## src/rtl/jpeg_stream_seq_pkg.sv

```systemverilog
// Shared constants and FSM state type for the JPEG row stream sequencer.
package jpeg_seq_pkg;

    localparam int ROWS_PER_BLOCK = 8;

    typedef enum logic [1:0] {
        IDLE,
        RUN,
        DRAIN,
        DONE
    } seq_state_e;

endpackage

```

## src/rtl/jpeg_stream_seq_if.sv

```systemverilog
// Row read/write stream bundle between the sequencer (master) and the
// frame buffer / DCT pipeline (slave).
interface jpeg_seq_if #(
    parameter int ADDR_W = 15
);

    logic              rd_valid;
    logic [ADDR_W-1:0] rd_addr;
    logic [2:0]        phase;
    logic              wr_valid;
    logic [ADDR_W-1:0] wr_addr;

    modport master (
        output rd_valid, rd_addr, phase, wr_valid, wr_addr
    );

    modport slave (
        input rd_valid, rd_addr, phase, wr_valid, wr_addr
    );

endinterface

```

## src/rtl/jpeg_stream_seq_addr_gen.sv

```systemverilog
// Block-raster row counter with address mapping; row-major image layout when
// JPEG_SEQ_RASTER_ADDR_EN is defined, block-major linear addressing otherwise.
module jpeg_addr_gen
    import jpeg_seq_pkg::*;
#(
    parameter int ADDR_W       = 15,
    parameter int IMG_BLOCKS_X = 8,
    parameter int IMG_BLOCKS_Y = 8
) (
    input  logic              clk,
    input  logic              reset,
    input  logic              clear_i,
    input  logic              advance_i,
    output logic [ADDR_W-1:0] addr_o,
    output logic              last_o
);

    localparam int N_ROWS = IMG_BLOCKS_X * IMG_BLOCKS_Y * ROWS_PER_BLOCK;
    localparam int CNT_W  = $clog2(N_ROWS + 1);

    logic [CNT_W-1:0] cnt_q;

    assign last_o = (cnt_q == CNT_W'(N_ROWS - 1));

    // Row count wraps to zero after the last row so the next frame starts clean.
    always_ff @(posedge clk) begin
        if (reset || clear_i) begin
            cnt_q <= '0;
        end else if (advance_i) begin
            cnt_q <= last_o ? '0 : cnt_q + CNT_W'(1);
        end
    end

`ifdef JPEG_SEQ_RASTER_ADDR_EN
    localparam int BX_W = (IMG_BLOCKS_X > 1) ? $clog2(IMG_BLOCKS_X) : 1;
    localparam int BY_W = (IMG_BLOCKS_Y > 1) ? $clog2(IMG_BLOCKS_Y) : 1;

    logic [BX_W-1:0] bx_q;
    logic [BY_W-1:0] by_q;
    logic            blockEnd;

    assign blockEnd = (cnt_q[2:0] == 3'd7);

    always_ff @(posedge clk) begin
        if (reset || clear_i) begin
            bx_q <= '0;
            by_q <= '0;
        end else if (advance_i && blockEnd) begin
            if (bx_q == BX_W'(IMG_BLOCKS_X - 1)) begin
                bx_q <= '0;
                by_q <= (by_q == BY_W'(IMG_BLOCKS_Y - 1)) ? '0 : by_q + BY_W'(1);
            end else begin
                bx_q <= bx_q + BX_W'(1);
            end
        end
    end

    // Pixel row (by*8 + row) times the image width in words, plus the block column.
    assign addr_o = ADDR_W'((int'(by_q) * ROWS_PER_BLOCK + int'(cnt_q[2:0])) * IMG_BLOCKS_X
                            + int'(bx_q));
`else
    assign addr_o = ADDR_W'(cnt_q);
`endif

endmodule

```

## src/rtl/jpeg_stream_seq.sv

```systemverilog
// Frame sequencer for the row-based DCT/quant/IDCT pipeline: issues source row
// reads, tracks pipeline latency and emits write addresses. Address layout is
// selected by JPEG_SEQ_RASTER_ADDR_EN (see jpeg_addr_gen).
module jpeg_stream_seq
    import jpeg_seq_pkg::*;
#(
    parameter int ADDR_W       = 15,
    parameter int IMG_BLOCKS_X = 8,
    parameter int IMG_BLOCKS_Y = 8,
    parameter int PIPE_LAT     = 33
) (
    input  logic        clk,
    input  logic        reset,
    input  logic        start,
    input  logic        stall,
    output logic        pipe_en,
    output logic        busy,
    output logic        done,
    jpeg_seq_if.master  bus
);

    seq_state_e          state_q;
    logic                busy_q;
    logic                done_q;
    logic [2:0]          phase_q;
    logic [PIPE_LAT-1:0] validSr_q;
    logic [PIPE_LAT-1:0] validSr_d;

    logic              rdFire;
    logic              wrFire;
    logic              rdLast;
    logic              wrLast;
    logic              frameStart;
    logic [ADDR_W-1:0] rdAddr;
    logic [ADDR_W-1:0] wrAddr;

    assign pipe_en    = busy_q && !stall;
    assign rdFire     = (state_q == RUN) && !stall;
    assign wrFire     = validSr_q[PIPE_LAT-1] && pipe_en;
    assign frameStart = (state_q == IDLE) && start;
    assign validSr_d  = (validSr_q << 1) | PIPE_LAT'(rdFire);

    assign busy         = busy_q;
    assign done         = done_q;
    assign bus.rd_valid = rdFire;
    assign bus.rd_addr  = rdAddr;
    assign bus.phase    = phase_q;
    assign bus.wr_valid = wrFire;
    assign bus.wr_addr  = wrAddr;

    jpeg_addr_gen #(
        .ADDR_W       (ADDR_W),
        .IMG_BLOCKS_X (IMG_BLOCKS_X),
        .IMG_BLOCKS_Y (IMG_BLOCKS_Y)
    ) rdGen (
        .clk       (clk),
        .reset     (reset),
        .clear_i   (frameStart),
        .advance_i (rdFire),
        .addr_o    (rdAddr),
        .last_o    (rdLast)
    );

    jpeg_addr_gen #(
        .ADDR_W       (ADDR_W),
        .IMG_BLOCKS_X (IMG_BLOCKS_X),
        .IMG_BLOCKS_Y (IMG_BLOCKS_Y)
    ) wrGen (
        .clk       (clk),
        .reset     (reset),
        .clear_i   (frameStart),
        .advance_i (wrFire),
        .addr_o    (wrAddr),
        .last_o    (wrLast)
    );

    // Stall freezes everything by withholding rdFire/wrFire/pipe_en; the shift
    // register drains to all-zero by the end of a frame, so no clear on start.
    always_ff @(posedge clk) begin
        if (reset) begin
            state_q   <= IDLE;
            busy_q    <= 1'b0;
            done_q    <= 1'b0;
            phase_q   <= '0;
            validSr_q <= '0;
        end else begin
            if (pipe_en) begin
                validSr_q <= validSr_d;
            end
            if (rdFire) begin
                phase_q <= phase_q + 3'd1;
            end
            case (state_q)
                IDLE: begin
                    if (start) begin
                        state_q <= RUN;
                        busy_q  <= 1'b1;
                        phase_q <= '0;
                    end
                end
                RUN: begin
                    if (rdFire && rdLast) begin
                        state_q <= DRAIN;
                    end
                end
                DRAIN: begin
                    if (wrFire && wrLast) begin
                        state_q <= DONE;
                        busy_q  <= 1'b0;
                        done_q  <= 1'b1;
                    end
                end
                DONE: begin
                    state_q <= IDLE;
                    done_q  <= 1'b0;
                end
                default: begin
                    state_q <= IDLE;
                    busy_q  <= 1'b0;
                    done_q  <= 1'b0;
                end
            endcase
        end
    end

endmodule

```

## src/flat_wrapper.sv

```systemverilog
// flat-port wrapper written by rule: the top's interface ports become plain ports
module jpeg_stream_seq_flat import jpeg_seq_pkg::*;
#(
    parameter int ADDR_W       = 15,
    parameter int IMG_BLOCKS_X = 8,
    parameter int IMG_BLOCKS_Y = 8,
    parameter int PIPE_LAT     = 33
)
  (clk, reset, start, stall, pipe_en, busy, done, bus_rd_valid, bus_rd_addr, bus_phase, bus_wr_valid, bus_wr_addr);
  jpeg_seq_if #(.ADDR_W(ADDR_W)) bus_i ();
  input  logic clk;
  input  logic reset;
  input  logic start;
  input  logic stall;
  output logic pipe_en;
  output logic busy;
  output logic done;
  output wire logic [$bits(bus_i.rd_valid)-1:0] bus_rd_valid;
  output wire logic [$bits(bus_i.rd_addr)-1:0] bus_rd_addr;
  output wire logic [$bits(bus_i.phase)-1:0] bus_phase;
  output wire logic [$bits(bus_i.wr_valid)-1:0] bus_wr_valid;
  output wire logic [$bits(bus_i.wr_addr)-1:0] bus_wr_addr;
  assign bus_rd_valid = bus_i.rd_valid;
  assign bus_rd_addr = bus_i.rd_addr;
  assign bus_phase = bus_i.phase;
  assign bus_wr_valid = bus_i.wr_valid;
  assign bus_wr_addr = bus_i.wr_addr;
  jpeg_stream_seq #(.ADDR_W(ADDR_W), .IMG_BLOCKS_X(IMG_BLOCKS_X), .IMG_BLOCKS_Y(IMG_BLOCKS_Y), .PIPE_LAT(PIPE_LAT)) u_core (.clk(clk), .reset(reset), .start(start), .stall(stall), .pipe_en(pipe_en), .busy(busy), .done(done), .bus(bus_i));
endmodule
```

## config.mk

```make
export PLATFORM = sky130hd
export DESIGN_NAME = jpeg_stream_seq_flat
export DESIGN_NICKNAME = d
export VERILOG_FILES = /design/src/rtl/jpeg_stream_seq_pkg.sv /design/src/rtl/jpeg_stream_seq_if.sv /design/src/rtl/jpeg_stream_seq_addr_gen.sv /design/src/rtl/jpeg_stream_seq.sv /design/src/flat_wrapper.sv
export SDC_FILE = /design/constraint.sdc
export NUM_CORES = 1
export LEC_CHECK = 0
export CORE_UTILIZATION = 53
export CTS_CLUSTER_DIAMETER = 120
export DETAILED_ROUTE_END_ITERATION = 7
export PLACE_DENSITY = 0.79
export SLEW_MARGIN = 20
export SYNTH_ARGS = -nofsm -noshare
export SYNTH_HDL_FRONTEND = slang
export SYNTH_HIERARCHICAL = 1
export SYNTH_SLANG_ARGS = --single-unit
export TNS_END_PERCENT = 10
```

## constraint.sdc

```tcl
create_clock -name clk -period 2.66 [get_ports clk]
set_input_delay 0.665 -clock clk [delete_from_list [all_inputs] [get_ports clk]]
set_output_delay 0.665 -clock clk [all_outputs]
set_load 0.01 [all_outputs]
```

==> impl_metrics.json <==
{
  "synth_edf_count": 0,
  "die-height_um": 72.4,
  "synth_xor_xnor_area_share_pct": 2.67,
  "cts_made_buffers": 9,
  "num_vias": 2155,
  "cp_slowest_stage_delay_ns": 0.49,
  "grt_start_max_net_pins": 38,
  "yosysTopAreaCell": "dfxtp_1",
  "yosys-top-cells-count": "77 x nand2_1, 60 x dfxtp_1, 44 x a21oi_1",
  "clock-root-buffer": "clkbuf_8",
  "antenna_found_initial": 0,
  "cts_tree": "done",
  "synth_fa_ha_area_share_pct": 4.29,
  "post_drt_wl_per_cell_um": 11.8,
  "multi_input_area_mm2": 0.00129,
  "wl_um": 4940,
  "fill_cells": 413,
  "worst_pin_slew_ns": 0.474,
  "rsz0062_at_grt": "false",
  "port_buffers": 31,
  "ys_ff_latch": 60,
  "skew_ns": 0.00817,
  "placed_cell_area_mm2": 0.00299,
  "min_period_over_period_pct": 92.7,
  "critPathArrivalTime_ns": 1.80,
  "maxSlewHeadroom_pct": 67.6,
  "setup_slack_ns": 0.195,
  "regArea_mm2": 0.00120,
  "intPower_uw": 1440,
  "crit_required_ns": 2.00,
  "synth.area.mux_share_pct": 0.762,
  "cp.buffers_inverters": 3,
  "total_power_uw": 2050,
  "htree_levels": 3,
  "path_clk_slew_ns": 0.07,
  "ant_nets": 0,
  "fin_area_mm2": 0.00317,
  "drt_first_iter_violations": 90,
  "synth_area_mm2": 0.00263,
  "ys_seq_area_share_pct": 45.7,
  "grt_use_total_pct": 20.0,
  "coreArea_mm2": 0.00475,
  "reg2regPathDepth": 6,
  "hold_path.class": "register to register",
  "cts_buffer_depth": 2,
  "ys.flop_type": "dfxtp_1",
  "cp_slowest_cell": "clkdlybuf4s50_1",
  "drv_cap": 0,
  "yosysWarnings": 6,
  "area.growth.synth_to_final_pct": 20.8,
  "die_area_mm2": 0.00524,
  "setup_viol": 0,
  "crit_fanout": 3,
  "netSwitchingFraction_pct": 29.9,
  "cellLeakagePower_uw": 0.00114,
  "die_w_um": 72.4,
  "drtPass1Iterations": 4,
  "maxSlewViolCount": 0,
  "num-nets-final": 361,
  "synth_top_family_by_area": "simple AND/OR/NAND/NOR gates",
  "comb_power_share_pct": 18.3,
  "io_pins": 42,
  "grt_pass1_wl_um": 8050,
  "dp_slack_ns": -0.0686,
  "grt_pass1_vias": 1864,
  "fmax_ghz": 0.406,
  "start_kind": "primary input",
  "cp.depth": 5,
  "critical_path.top_delay_family": "buffers and inverters",
  "ys_async_sr_fraction_pct": 0,
  "seq_power_share_pct": 46.8,
  "end_kind": "output port",
  "worstPathCellList": "clkdlybuf4s50_1 > nand2b_1 > inv_2 > and2_1 > dlygate4sd2_1",
  "via_per_inst": 5.13,
  "initial_utilization_pct": 55.2,
  "hold_viol_final": 0,
  "crit_type": "primary input to output port",
  "p_sw_uw": 612,
  "synth-simple-area-share_pct": 25.8,
  "yosysMostFrequentCell": "nand2_1",
  "drcViolationCount": 0,
  "synth-compound-area-share_pct": 14.1,
  "place_congestion": 0.748,
  "place_hpwl_um": 3310,
  "synth_cell_types": 40,
  "powerDensity_mw_per_mm2": 646,
  "whs_path_depth": 2,
  "p_clk_share_pct": 34.8,
  "clk_latency_ns": 0.33,
  "drive_gt1_share_pct": 10.8,
  "n_antenna_cell": 0,
  "synth_top_area_share_pct": 45.7,
  "cts.sink_count": 60,
  "synthCells": 310,
  "layout_min_cycle_time_ns": 2.47,
  "irDropWorstVdd_mv": 0.547,
  "ctsHoldBuffers": 0,
  "grt_overflow": 0,
  "row_count": 25,
  "avgSynthCellArea_um2": 8.47,
  "outcome": "complete, no violations",
  "synth.area.top_cells": "dfxtp_1 46%, nand2_1 11%, a21oi_1 8.4%"
}
-- layout by cell type (no fill, tap or decap), drive strengths merged, types with 3 or more instances in the layout --
cell | synthesis | routed
clkinvlp | 0 | 4
clkbuf | 6 | 10
or4 | 5 | 5
nand2b | 8 | 8
clkdlybuf4s50 | 0 | 28
nand2 | 77 | 77
conb | 2 | 10
or3 | 6 | 6
nand3b | 3 | 3
inv | 6 | 6
nand4b | 3 | 3
o31ai | 7 | 7
nand3 | 6 | 6
o21ai | 7 | 7
ha | 9 | 9
nand4 | 6 | 6
a21oi | 44 | 44
or2 | 3 | 3
dfxtp | 60 | 60
xor2 | 7 | 7
nor2 | 11 | 11
buf | 17 | 11
-- metrics by stage --
step	hold slack [ns]	setup TNS, ns	std cells	util, %
3_3_place_gp	0.437	-0.0756	404	62.9
4_1_cts	0.444	0	420	66.6
5_1_grt	0.469	0	420	66.7
6_report	0.444	0	420	66.7
2_1_floorplan	0.432	0	318	-
3_5_place_dp	0.441	-0.0686	404	62.9
-- worst register-to-register path, stage by stage, from the launching register on --
cell	delay (ns)
dfxtp_1	0.44
ha_1	0.25
nand2_1	0.07
nor3_1	0.37
nand2b_1	0.12
a2111oi_0	0.50
a211oi_1	0.09
-- final cells by class --
cell class	count	area share (%)
clock buffers	10	4.34
repair buffers	42	12.5
flip-flops and latches	60	37.9
well taps	67	2.64
inverters	6	0.710
clock inverters	6	1.26
multi-input cells	229	40.7
-- power groups by stage --
| stage | sequential, µW | clock (µW) | combinational, µW |
|---|---|---|---|
| 6_report | 960 | 714 | 376 |
| 5_1_grt | 963 | 768 | 409 |
| 4_1_cts | 959 | 730 | 378 |
| 3_5_place_dp | 979 | 0 | 374 |
| 3_3_place_gp | 977 | 0 | 368 |
| 2_1_floorplan | 978 | 0 | 269 |
-- repair_timing --
item / in CTS / in global routing
setup buffers: 0 / 0
resized for setup: 1 / 2
gates cloned: 0 / 0
pin swaps: 0 / 0
endpoints found under the setup margin: 1 / 2
-- flip-flops by register name (all words and copies together) (netlist names) --
name and cells:
u_core/busy 1, u_core/wrGen/cnt_q 10, u_core/bus.phase 3, u_core/rdGen/cnt_q 10, u_core/validSr_q 33, u_core/done 1, u_core/state_q 2
-- layer usage --
layer  global-route usage [%]  vias up  wire length, µm
li1                         -     1112                -
met1                     25.5      995             2360
met2                     31.2       39             2310
met3                     4.58        9              163
met4                     11.1        0              102
met5                        0        -                0
-- cell families after synthesis --
logic type,count (synthesis)
adder cells (fa/ha/maj),9
XOR/XNOR,8
AND/OR/NAND/NOR,134
flip-flops,60
buffers and inverters,29
multiplexers,2
AO/OA/AOI/OAI,66
other,2
-- worst paths after layout --
check                   startpoint                    to  slack, ns
max                          stall          bus_wr_valid       0.19
min           u_core/validSr_q[31]  u_core/validSr_q[32]       0.44
max reg2reg  u_core/rdGen/cnt_q[0]     u_core/state_q[0]       0.67
min reg2reg   u_core/validSr_q[31]  u_core/validSr_q[32]       0.44
Note: power is estimated with default switching activity, not from simulation.
